<file path="src/rtl/io_pkg.sv">
// io_pkg: shared constants and types for the board IO conditioning blocks.
//   BTN_N_DEFAULT     number of ULX3S push buttons
//   TICK_DIV_DEFAULT  clk cycles per debounce sampling tick
//   DB_TICKS_DEFAULT  ticks a new level must hold before it is accepted
//   ULX3S_BTN_INV     per-button pad inversion (bit 0 = PWR, active-low)
//   db_state_e        per-channel debounce state
package io_pkg;

    localparam int         BTN_N_DEFAULT    = 7;
    localparam int         TICK_DIV_DEFAULT = 1024;
    localparam int         DB_TICKS_DEFAULT = 16;
    localparam logic [6:0] ULX3S_BTN_INV    = 7'b0000001;

    typedef enum logic {
        DB_STABLE = 1'b0,
        DB_COUNT  = 1'b1
    } db_state_e;

endpackage

</file>
<file path="src/rtl/btn_debounce_tick_gen.sv">
// tick_gen: free-running prescaler producing a one-cycle tick every DIV cycles.
// The counter runs 0..DIV-1 and tick is high while it sits at DIV-1.
//   clk     system clock
//   resetn  asynchronous active-low reset
//   tick    one-cycle pulse, period DIV (constantly high when DIV == 1)
module tick_gen #(
    parameter int DIV = 1024
) (
    input  logic clk,
    input  logic resetn,
    output logic tick
);

    localparam int             CW       = (DIV > 1) ? $clog2(DIV) : 1;
    localparam logic [CW-1:0]  CNT_LAST = CW'(DIV - 1);
    localparam logic [CW-1:0]  CNT_ONE  = CW'(1);
    localparam logic [CW-1:0]  CNT_ZERO = {CW{1'b0}};

    logic [CW-1:0] cnt_r;
    logic [CW-1:0] cnt_nxt_s;
    logic          tick_r;

    // Wrap the prescaler after DIV-1
    always_comb begin
        cnt_nxt_s = cnt_r;
        if (cnt_r == CNT_LAST) begin
            cnt_nxt_s = CNT_ZERO;
        end else begin
            cnt_nxt_s = cnt_r + CNT_ONE;
        end
    end

    // Prescaler register; tick is registered from the next count so it aligns with cnt_r == DIV-1
    always_ff @(posedge clk or negedge resetn) begin
        if (!resetn) begin
            cnt_r  <= CNT_ZERO;
            tick_r <= (CNT_LAST == CNT_ZERO);
        end else begin
            cnt_r  <= cnt_nxt_s;
            tick_r <= (cnt_nxt_s == CNT_LAST);
        end
    end

    assign tick = tick_r;

endmodule

</file>
<file path="src/rtl/btn_debounce.sv">
// btn_debounce: conditions raw push-button pads for the SoC.
// Each channel is synchronized, debounced against a shared slow tick, and
// reported as a stable level plus one-cycle rise/fall pulses. Rising edges
// set sticky event flags that the SoC clears by writing ones to ev_clr.
//   clk         system clock
//   resetn      asynchronous active-low reset
//   btn_raw     raw pad inputs (asynchronous)
//   btn_level   debounced level, 1 = pressed
//   btn_rise    one-cycle pulse on 0->1 of btn_level
//   btn_fall    one-cycle pulse on 1->0 of btn_level
//   ev_pending  sticky press flags
//   ev_clr      write-one-to-clear for ev_pending
//   irq         OR of ev_pending
module btn_debounce
    import io_pkg::*;
#(
    parameter int               N_BTN       = BTN_N_DEFAULT,
    parameter int               SYNC_STAGES = 2,
    parameter int               TICK_DIV    = TICK_DIV_DEFAULT,
    parameter int               DB_TICKS    = DB_TICKS_DEFAULT,
    parameter logic [N_BTN-1:0] INV_MASK    = N_BTN'(ULX3S_BTN_INV)
) (
    input  logic             clk,
    input  logic             resetn,
    input  logic [N_BTN-1:0] btn_raw,
    output logic [N_BTN-1:0] btn_level,
    output logic [N_BTN-1:0] btn_rise,
    output logic [N_BTN-1:0] btn_fall,
    output logic [N_BTN-1:0] ev_pending,
    input  logic [N_BTN-1:0] ev_clr,
    output logic             irq
);

    localparam int            CW       = $clog2(DB_TICKS);
    localparam logic [CW-1:0] CNT_ZERO = {CW{1'b0}};
    localparam logic [CW-1:0] CNT_ONE  = CW'(1);
    localparam logic [CW-1:0] CNT_LAST = CW'(DB_TICKS - 1);

    logic [N_BTN-1:0] sync_r [SYNC_STAGES];
    logic [N_BTN-1:0] samp_s;
    logic             tick_s;
    logic [N_BTN-1:0] pend_r;
    logic [N_BTN-1:0] pend_nxt_s;
    logic             irq_r;

    tick_gen #(
        .DIV (TICK_DIV)
    ) u_tick (
        .clk    (clk),
        .resetn (resetn),
        .tick   (tick_s)
    );

    // Synchronizer chain; resets to the pad's inactive level so no false press appears
    always_ff @(posedge clk or negedge resetn) begin
        if (!resetn) begin
            for (int k = 0; k < SYNC_STAGES; k++) begin
                sync_r[k] <= INV_MASK;
            end
        end else begin
            sync_r[0] <= btn_raw;
            for (int k = 1; k < SYNC_STAGES; k++) begin
                sync_r[k] <= sync_r[k-1];
            end
        end
    end

    assign samp_s = sync_r[SYNC_STAGES-1] ^ INV_MASK;

    for (genvar i = 0; i < N_BTN; i++) begin : g_ch
        db_state_e     state_r;
        db_state_e     state_nxt_s;
        logic [CW-1:0] cnt_r;
        logic [CW-1:0] cnt_nxt_s;
        logic          level_r;
        logic          level_nxt_s;
        logic          rise_r;
        logic          rise_nxt_s;
        logic          fall_r;
        logic          fall_nxt_s;

        // Count ticks while the sample disagrees with the level; accept it on the DB_TICKS-th tick
        always_comb begin
            state_nxt_s = state_r;
            cnt_nxt_s   = cnt_r;
            level_nxt_s = level_r;
            rise_nxt_s  = 1'b0;
            fall_nxt_s  = 1'b0;
            case (state_r)
                DB_STABLE: begin
                    if (samp_s[i] != level_r) begin
                        state_nxt_s = DB_COUNT;
                        // a tick coinciding with the first disagreeing sample already counts
                        if (tick_s) begin
                            cnt_nxt_s = CNT_ONE;
                        end else begin
                            cnt_nxt_s = CNT_ZERO;
                        end
                    end else begin
                        state_nxt_s = DB_STABLE;
                        cnt_nxt_s   = CNT_ZERO;
                    end
                end
                DB_COUNT: begin
                    if (samp_s[i] == level_r) begin
                        state_nxt_s = DB_STABLE;
                        cnt_nxt_s   = CNT_ZERO;
                    end else if (tick_s) begin
                        if (cnt_r == CNT_LAST) begin
                            state_nxt_s = DB_STABLE;
                            cnt_nxt_s   = CNT_ZERO;
                            level_nxt_s = samp_s[i];
                            rise_nxt_s  = samp_s[i];
                            fall_nxt_s  = ~samp_s[i];
                        end else begin
                            cnt_nxt_s = cnt_r + CNT_ONE;
                        end
                    end else begin
                        cnt_nxt_s = cnt_r;
                    end
                end
                default: begin
                    state_nxt_s = DB_STABLE;
                    cnt_nxt_s   = CNT_ZERO;
                end
            endcase
        end

        // Channel state, counter, level and edge pulse registers
        always_ff @(posedge clk or negedge resetn) begin
            if (!resetn) begin
                state_r <= DB_STABLE;
                cnt_r   <= CNT_ZERO;
                level_r <= 1'b0;
                rise_r  <= 1'b0;
                fall_r  <= 1'b0;
            end else begin
                state_r <= state_nxt_s;
                cnt_r   <= cnt_nxt_s;
                level_r <= level_nxt_s;
                rise_r  <= rise_nxt_s;
                fall_r  <= fall_nxt_s;
            end
        end

        assign btn_level[i] = level_r;
        assign btn_rise[i]  = rise_r;
        assign btn_fall[i]  = fall_r;
    end

    // Set from the registered rise pulse so a clear in the pulse cycle loses to the set
    always_comb begin
        pend_nxt_s = btn_rise | (pend_r & ~ev_clr);
    end

    // Event flags; irq uses the next-state so it tracks ev_pending without extra delay
    always_ff @(posedge clk or negedge resetn) begin
        if (!resetn) begin
            pend_r <= {N_BTN{1'b0}};
            irq_r  <= 1'b0;
        end else begin
            pend_r <= pend_nxt_s;
            irq_r  <= |pend_nxt_s;
        end
    end

    assign ev_pending = pend_r;
    assign irq        = irq_r;

endmodule

</file>
<file path="config.mk">
export PLATFORM = sky130hd
export DESIGN_NAME = btn_debounce
export DESIGN_NICKNAME = d
export VERILOG_FILES = /design/src/rtl/io_pkg.sv /design/src/rtl/btn_debounce_tick_gen.sv /design/src/rtl/btn_debounce.sv
export SDC_FILE = /design/constraint.sdc
export NUM_CORES = 1
export LEC_CHECK = 0
export ABC_AREA = 1
export ABC_CLOCK_PERIOD_IN_PS = 1200
export CAP_MARGIN = 15
export CORE_MARGIN = 5
export CORE_UTILIZATION = 50
export CTS_BUF_LIST = sky130_fd_sc_hd__clkbuf_8
export CTS_CLUSTER_SIZE = 8
export DETAILED_ROUTE_END_ITERATION = 8
export GPL_ROUTABILITY_DRIVEN = 1
export PLACE_DENSITY = 0.75
export REMOVE_ABC_BUFFERS = 1
export SYNTH_ARGS = -nofsm -noshare
export SYNTH_HDL_FRONTEND = slang
export SYNTH_SLANG_ARGS = --single-unit
</file>
<file path="constraint.sdc">
create_clock -name clk -period 1.2 [get_ports clk]
set_input_delay 0.18 -clock clk [delete_from_list [all_inputs] [get_ports clk]]
set_output_delay 0.18 -clock clk [all_outputs]
set_load 0.005 [all_outputs]
</file>
# Word level (Yosys, flattened, before mapping)

Index checks and enable logic that the tools add are counted.

Register bits: 89
Bits in latches: 0
Memory bits (writable): 0
Memory bits (read-only): 0
Input port bits: 16
Output and inout port bits: 29
Logic and storage cells: 239
Memories: 0

Add/subtract/negate cells: 8
Multipliers: 0
Divide/modulo/power cells: 0
Order comparisons: 0
Eq/ne operators: 30
Shift operators: 0
Mux-type cells: 128
Bitwise gates (word level): 24
Reduce and logical (&&, ||, !) cells: 8

Operator list:

| kind                                          | count |
|---|---|
| 2-to-1 mux 4 bit                              | 25 |
| 2-to-1 mux 1 bit                              | 88 |
| case mux 4 bit (2 select lines)               | 7 |
| adder 4 x 1 -> 4 bit, second input constant   | 7 |
| == test 4 bit, second input constant          | 7 |
| AND reduction 4 bit                           | 7 |
| != test 3 x 1 -> 1 bit, second input constant | 7 |
| inverter 1 bit                                | 21 |
| == test 10 bit, second input constant         | 2 |
| case mux 1 bit (2 select lines)               | 7 |
| adder 10 x 1 -> 10 bit, second input constant | 1 |
| 2-to-1 mux 10 bit                             | 1 |
| bitwise AND 7 bit                             | 1 |
| == test 1 bit                                 | 7 |
| != test 1 bit                                 | 7 |
| inverter 7 bit                                | 1 |
| OR 7 bit                                      | 1 |
| OR reduction 7 bit                            | 1 |

# Depth between registers and ports, before layout

Gate-level depths: netlist of the first run.

Word-level depth: 5
Depth in mapped cells: 9
Depth with buffers taken out: 9

# Hierarchy

A second synthesis of the first run with hierarchy kept.

Cells, all modules: 511
Area, all modules: 4355.4 µm²

Modules (own cells, without submodules):

| module       | times used | cells an instance | area an instance (µm²) | sequential area each (µm²) |
|---|---|---|---|---|
| btn_debounce | 1          | 431               | 3746.1                 | 1954.4 |
| tick_gen     | 1          | 80                | 609.3                  | 275.3 |

# Least setup slack after synthesis of the first run

Ideal clock, no wire load.

Path type: register -> register
Start point: register u_tick.cnt_r[0]
End point: register u_tick.tick_r (netlist: u_tick.tick)
Setup time: 0.080 ns
Arrival: 1.149 ns
Data required time: 1.120 ns
Path slack: -0.029 ns
Cell stages (with the launch flop): 9
Path buffers: 0
Period minus slack after synthesis: 1.229 ns
Cell sequence: dfrtp_1 > ha_1 > nand2_1 > inv_1 > nand3_1 > nand2_1 > nor2_1 > nand3_1 > nor3_2

Longest elaborated chain between the ends: 3
Elaborated cells on any way between the ends: 4
Classes of those cells: add/sub: 1; eq/ne: 2; mux: 1

RTL lines:

| what                                                     | RTL line                                                 | RTL |
|---|---|---|
| start: declaration                                       | btn_debounce_tick_gen.sv:19                              | `logic [CW-1:0] cnt_r;` |
| start signal: assignment                                 | btn_debounce_tick_gen.sv:39                              | `cnt_r <= cnt_nxt_s;` |
| adder 10 x 1 -> 10 bit or == test 10 bit (tied branches) | btn_debounce_tick_gen.sv:29, btn_debounce_tick_gen.sv:26 |  |
| 2-to-1 mux 10 bit (*)                                    | btn_debounce_tick_gen.sv:26                              | `if (cnt_r == CNT_LAST) begin` |
| == test 10 bit (*)                                       | btn_debounce_tick_gen.sv:40                              | `tick_r <= (cnt_nxt_s == CNT_LAST);` |
| end signal: assignment                                   | btn_debounce_tick_gen.sv:37                              | `tick_r <= (CNT_LAST == CNT_ZERO);` |
| end signal: assignment                                   | btn_debounce_tick_gen.sv:40                              |  |
| end: declaration                                         | btn_debounce_tick_gen.sv:21                              | `logic tick_r;` |

Mark *: on every way between the ends. The rest lies on a longest branch, timed or not.
A chain may end at the register's enable or synchronous reset.

# Final worst setup path of the first run

Ends and elaborated chain as after synthesis.

==> summary.txt, run 1 <==
Placement
  • Post-DP HPWL: 5.61 mm
  • Placed cell count: 604
  • Gpl congestion: about 0.83
  • Placed instance area: around 4700 um2
  • Setup WS pre-CTS: -0.232 ns
  • Port bufs: 44

Critical path
  • Critical path arrival: 1.66 ns
  • Worst Setup Start Kind: register
  • CP Max Fanout: 2
  • Worst setup EP type: register
  • Data required, critical path: 1.49 ns
  • Critical setup path kind: reg -> reg

Global route
  • Number of antenna violations at the first check in global routing: 0
  • GRT Resource Usage Total: 0.179
  • First-pass GRT wire length: 14.4 mm
  • Largest net degree at the start of global routing: 28
  • Vias in the first global route: 3252
  • Grt ovf: 0

Yosys
  • Gate Count Post-Synth: 446
  • Yosys reg bits: 89
  • Cell variety after synth: 32
  • Post-Synthesis Cell Area: 3950 um2
  • Post-synthesis sequential area ratio: 0.564
  • Avg Inst Size Synth: 8.86 um2
  • Synth warn: 0

Route
  • Vias: 3273
  • Final wirelength: 9.19 mm
  • DRC: 0
  • 1st-iter DRT viols: between 100 and 150
  • DR WL/cell: 14.1 um
  • DR pass1 iterations: 4
  • Vias/cell: 5.04
  • Number of routed nets with antenna violations: 0

STA
  • RSZ-0062 raised after global routing: true
  • Worst-Margin Slew: 0.366 ns
  • Min Hold Slack: 0.222 ns
  • Maximum clock frequency: between 700 and 800 MHz
  • Slew Limit Fails: 0
  • Minimum clock period: roughly 1.4 ns
  • Final WS setup: -0.176 ns
  • Sum Neg Setup Slack: -0.900 ns
  • Setup-failing EPs final: 24
  • Final hold vios: 0
  • Period utilization: 1.15
  • Slew HR: 0.754
  • Final Skew: 0.00979 ns

Floorplan
  • FP Rows: 32
  • Initial Util: 0.511
  • Die H: between 90 and 100 um
  • Chip Width: 98.9 um
  • I/O Pins: 45
  • Die area: around 9800 um2
  • Core area: 7730 um2

Clocking
  • Clock transition at the registers of the reported paths: about 0.090 ns
  • Num CTS Buffers: 9
  • Clk buf depth: 2
  • CTS tree: yes
  • Sink Count: 89
  • H-tree Lvls: 3
  • Root Buffer: clkbuf_8
  • Clock Latency Late Sink: roughly 0.36 ns

Finish
  • Nets@finish: approximately 570
  • Ant diodes: 0
  • Area Growth Syn to Fin: 42.3%
  • Share of post-route cells with drive strength above 1: 0.378
  • Non-Filler Instances: 650
  • Design area: ~5600 um2

Run status
  • Violated checks: setup timing
  • Status: complete, but fails checks

Worst hold path
  • HP Class: in -> reg

Power
  • Worst IR Drop VDD: 0.000762 V
  • Pleak: approximately 0.0026 uW
  • PwrDens: a little over 1000 nW/um2

Flow run
  • Max capacitance violation total: 0
-- routing by layer --
layer	vias up	track usage	routed length, um
met2	74	0.320	4920
met1	1599	0.210	3740
met3	14	0.0538	363
met4	0	0.0399	160
met5	-	0	0
li1	1586	-	-
-- what timing repair did --
item / in CTS / in global routing
hold buffers: 1 / 0
pin swaps: 30 / 41
setup endpoints to repair: 55 / 72
buffers inserted: 18 / 13
gates resized for setup: 108 / 120
hold endpoints to repair: 17 / 0
-- cells in the mapped netlist --
cell,n,area share
dfstp_2,2,0.013
clkbuf_1,2,0.0019
o21ai_1,1,0.0013
nand2_2,1,0.0016
xnor2_1,1,0.0022
ha_1,9,0.028
xor2_1,2,0.0044
nor2_1,68,0.065
a311oi_1,1,0.0022
nor3_1,12,0.015
nor4_1,3,0.0047
nand3b_1,1,0.0019
nand4_1,2,0.0032
o21bai_1,4,0.0076
a21oi_1,35,0.044
buf_1,1,0.00095
nor2_2,5,0.0079
o32ai_1,2,0.0044
buf_2,2,0.0025
nor3b_1,1,0.0019
nand2_1,68,0.065
buf_4,21,0.040
and3_1,2,0.0032
nand3_1,15,0.019
inv_1,75,0.071
a41oi_1,1,0.0022
a32o_1,4,0.010
o211ai_1,1,0.0019
dfrtp_1,87,0.55
inv_2,1,0.00095
nor3_2,1,0.0025
o21ai_0,15,0.019
-- sequential cells by signal, summed over array words and instances (netlist names) --
signal        count
g_ch.rise_r       7
irq               1
samp_s            6
g_ch.cnt_r       28
u_tick.cnt_r     10
u_tick.tick       1
g_ch.fall_r       7
ev_pending        7
g_ch.level_r      7
sync_r            8
g_ch.state_r      7
-- cell families (layout without fill, tap and decap cells) --
kind of cell / Yosys count / after routing / synth area share
adders and majority gates: 9 / 9 / 0.0285
and+or+nand+nor: 179 / 179 / 0.190
xor gates and xnor gates: 3 / 3 / 0.00665
buffers and inverters: 102 / 204 / 0.117
DFF: 89 / 89 / 0.564
AOI/OAI and AO/OA: 64 / 64 / 0.0931
-- path summary, 6_finish.rpt --
check	from	to	slack (ns)	depth (start not counted)
hold reg to reg	sync_r[11]	samp_s[4]	0.36	0
hold / removal	btn_raw[0]	sync_r[7]	0.22	1
max in group asynchronous	resetn	g_ch[6].state_r	0.49	3
setup / recovery	u_tick.cnt_r[0]	u_tick.tick	-0.18	9
min in group asynchronous	resetn	sync_r[12]	0.26	2
setup reg to reg	u_tick.cnt_r[0]	u_tick.tick	-0.18	9
-- layout make-up --
| cell class | count | area, um2 |
|---|---|---|
| flip-flops and latches | 89 | 2230 |
| fillers | 491 | 2100 |
| multi-input cells | 255 | 1750 |
| repair buffers | 112 | 1000 |
| inverters | 76 | 295 |
| well taps | 102 | 128 |
| clock buffers | 9 | 124 |
| clock inverters | 7 | 93.8 |
-- critical path: stages, from the launching register on --
cell and delay, ns:
dfrtp_1 0.42, buf_4 0.17, inv_2 0.06, ha_1 0.13, inv_1 0.03, nor2_1 0.12, nand3_1 0.09, nor2_1 0.10
nand3_1 0.09, nor3_2 0.11
-- metrics by stage --
step                       util  power (uW)
final                     0.728        5740
after floorplan               -        3230
after global routing      0.728        5990
after detailed placement  0.603        3420
after global placement    0.603        3410
after CTS                 0.672        5710
-- where the power goes --
group | internal (uW) | switching, uW | leakage [uW]
combinational | 181 | 221 | 0.00136
clock | 1180 | 1070 | 0.000111
sequential | 3050 | 41.9 | 0.00118
total | 4410 | 1330 | 0.00265
-- cell usage in the layout (no fill, tap or decap), drive strengths merged, types with 2 or more instances in the layout --
cell,instances
dfrtp,87
nor2,73
nor4,3
dfstp,2
and3,2
nor3,13
o21bai,4
xor2,2
a32o,4
o21ai,16
nand2,69
dlygate4sd2,2
nand3,15
inv,79
o32ai,2
buf,68
clkdlybuf4s50,14
a21oi,35
ha,9
bufinv,2
nand4,2
clkbuf,13
clkdlybuf4s15,23
(Power assumes the default switching activity.)
==> inputs of run 2 (changes only) <==
- ABC_CLOCK_PERIOD_IN_PS: 1200 -> 1560
- PLACE_DENSITY: 0.75 -> 0.72
- clock period: 1.2 -> 1.56 ns (I/O delays scaled with it)
==> run 2 against run 1 <==
  * The run now ends clean
  * Worst hold slack better by 0.069 ns
  * Largest cell class unchanged
  * Critical endpoint is now btn_level[3]
  * First-iteration DRC count is 14% lower
  * Register-to-register slack improved by 0.35 ns
  * Combinational power is 53% lower
  * Global-route usage shrank 2.3 points
  * Flip-flop and latch count is the same
  * Clock skew fell by 0.0030 ns
  * Clock power shrank 29%
  * Wire length down 25%
  * Design area is 18% lower
  * Count of clock-buffer cells in the layout rose by 2
  * Critical path depth fell by 8
==> summary.txt, run 2 (same netlist as run 1, synthesis figures left out) <==
Route
  • DR pass1 iterations: 4 (unchanged)
  • Final wirelength: 6.87 mm (was 9.19 mm)
  • 1st-iter DRT viols: 121 (was 140)
  • DRC: 0 (unchanged)
  • Vias/cell: 4.96 (was 5.04)
  • DR WL/cell: 11.7 um (was 14.1 um)
  • Number of routed nets with antenna violations: 0 (unchanged)
  • Vias: 2917 (was 3273)

Clocking
  • H-tree Lvls: 3 (unchanged)
  • Clock Latency Late Sink: 0.34 ns (was 0.36 ns)
  • Clock transition at the registers of the reported paths: 0.08 ns (was 0.09 ns)
  • Root Buffer: clkbuf_8 (unchanged)
  • Post-CTS Setup Bufs: 0 (was 18)
  • Num CTS Buffers: 9 (unchanged)
  • CTS tree: yes (unchanged)
  • Clk buf depth: 2 (unchanged)
  • Sink Count: 89 (unchanged)

Placement
  • Post-DP HPWL: 5.12 mm (was 5.61 mm)
  • Setup WS pre-CTS: -0.0136 ns (was -0.232 ns)
  • Port bufs: 44 (unchanged)
  • Gpl congestion: 0.871 (was 0.832)

STA
  • Final hold vios: 0 (unchanged)
  • Maximum clock frequency: 675 MHz
  • Final Skew: 0.00681 ns (was 0.00979 ns)
  • Setup-failing EPs final: 0 (was 24)
  • Worst-Margin Slew: 0.316 ns (was 0.366 ns)
  • Period utilization: 0.949
  • Final WS setup: 0.0793 ns (was -0.176 ns)
  • Slew HR: 0.789 (was 0.754)
  • Slew Limit Fails: 0 (unchanged)
  • Minimum clock period: 1.48 ns
  • Min Hold Slack: 0.292 ns (was 0.222 ns)
  • RSZ-0062 raised after global routing: false (was true)

Flow run
  • Max capacitance violation total: 0 (unchanged)

Power
  • PwrDens: 896 nW/um2 (was 1020 nW/um2)
  • Worst IR Drop VDD: 0.000463 V (was 0.000762 V)
  • Pleak: 0.00224 uW (was 0.00265 uW)

Finish
  • Max reg flops: 28 (unchanged)
  • Share of post-route cells with drive strength above 1: 0.0679 (was 0.378)
  • Area Growth Syn to Fin: 17.0% (was 42.3%)
  • Most frequent cells in the layout: dfrtp_1, inv_1, nand2_1, nor2_1, clkdlybuf4s50_1 (was dfrtp_1, inv_1, buf_4, nor2_1, nand2_1)
  • Top reg by flops: g_ch.cnt_r (unchanged)
  • Commonest non-fill, non-tap cell in the layout: dfrtp_1 (unchanged)
  • Largest registers: g_ch.cnt_r x28, u_tick.cnt_r x10, sync_r x8 (unchanged)
  • Ant diodes: 0 (unchanged)
  • Nets@finish: 506 (was 568)

Global route
  • Grt ovf: 0 (unchanged)
  • First-pass GRT wire length: 12.5 mm (was 14.4 mm)
  • Largest net degree at the start of global routing: 31 (was 28)
  • Vias in the first global route: 3024 (was 3252)
  • Number of antenna violations at the first check in global routing: 0 (unchanged)
  • GRT Resource Usage Total: 0.156 (was 0.179)

Floorplan
  • Die area: 9780 um2 (unchanged)
  • Die H: 98.9 um (unchanged)
  • Core area: 7730 um2 (unchanged)
  • FP Rows: 32 (unchanged)
  • I/O Pins: 45 (unchanged)
  • Chip Width: 98.9 um (unchanged)
  • Initial Util: 0.511 (unchanged)

Critical path
  • RR Startpoint: u_tick.cnt_r[0] (unchanged)
  • RR Endpoint: u_tick.tick (unchanged)
  • Slowest cell delay on critical path: 0.53 ns (was 0.42 ns)
  • Critical setup path kind: reg -> out (was reg -> reg)
  • Worst Reg2Reg Path Length in Cells: 8 (was 9)
  • Worst Setup Start Kind: register (unchanged)
  • Max stage delay cell, worst path: clkdlybuf4s50_1 (was dfrtp_1)
  • CP Max Fanout: 3 (was 2)
  • Buf/Inv on CP: 1 (was 3)
  • Register-to-register setup slack: 0.17 ns (was -0.18 ns)
  • Critical path cell sequence: clkdlybuf4s50_1 (was buf_4, inv_2, ha_1, inv_1, nor2_1, nand3_1, nor2_1, nand3_1, nor3_2)
  • Data required, critical path: 1.33 ns (was 1.49 ns)
  • Critical path arrival: 1.25 ns (was 1.66 ns)
  • Worst setup EP type: primary output (was register)
  • Delay-heaviest family, CP: buffers and inverters (was simple AND/OR/NAND/NOR gates)

Worst hold path
  • Worst hold path startpoint: btn_raw[0] (unchanged)
  • Hold Crit Depth: 1 (unchanged)
  • Hold Path End: sync_r[7] (unchanged)
  • HP Class: in -> reg (unchanged)

Run status
  • Status: finished clean (was complete, but fails checks)
==> run 2: changes by cell type in the layout (fill, tap and decap cells not counted), moves of 18 or more <==
| cell | before | now |
|---|---|---|
| buf_4 | 55 | 4 |
| nand2_1 | 39 | 68 |
| clkdlybuf4s50_1 | 14 | 41 |
| clkdlybuf4s15_1 | 23 | 0 |
| nand2_2 | 23 | 1 |
| nor2_4 | 18 | 0 |
==> run 2: area by class of cell <==
type | count | area, um2
Multi-Input combinational cell | 255 | 1260
Inverter | 76 | 285
Clock buffer | 11 | 151
Clock inverter | 5 | 53.8
Fill cell | 619 | 3100
Timing Repair Buffer | 50 | 515
Tap cell | 102 | 128
Sequential cell | 89 | 2230
==> run 2: worst max-delay path by stage <==
stage | start | to | cells past startpoint
final | g_ch[3].level_r | btn_level[3] | 1
after CTS | g_ch[0].level_r | btn_level[0] | 1
after detailed placement | ev_clr[4] | irq | 6
after floorplan | u_tick.tick | g_ch[1].level_r | 5
after global placement | ev_clr[4] | irq | 6
after global routing | g_ch[3].level_r | btn_level[3] | 1
==> run 2: stage by stage <==
stage          total power (uW)  cells  cell area (um2)  TNS, ns   util
2_1_floorplan              2490    420             3770   -0.111      -
3_3_place_gp               2600    571             4400        0  0.570
3_5_place_dp               2610    571             4400  -0.0136  0.570
4_1_cts                    4210    588             4620        0  0.597
5_1_grt                    4350    588             4620        0  0.598
6_report                   4140    588             4620        0  0.598
==> run 2: timing repair <==
action                                  in CTS  in global routing
hold buffers                                 1                  0
endpoints found under the setup margin       0                  5
hold endpoints to repair                    15                  0
resized for setup                            0                  3
==> run 2: routing by layer <==
| metal | GRT usage | vias up | share of wire |
|---|---|---|---|
| li1 | - | 1460 | - |
| met1 | 0.171 | 1396 | 0.41 |
| met2 | 0.288 | 51 | 0.53 |
| met3 | 0.0474 | 10 | 0.047 |
| met4 | 0.0452 | 0 | 0.013 |
| met5 | 0 | - | 0 |
==> run 2: where the power goes <==
part	leakage, uW	internal [uW]	switching, uW	total (uW)
clock network	0.000109	822	765	1590
registers	0.00118	2340	23.8	2370
logic	0.000949	74.5	113	188
total	0.00224	3240	902	4140
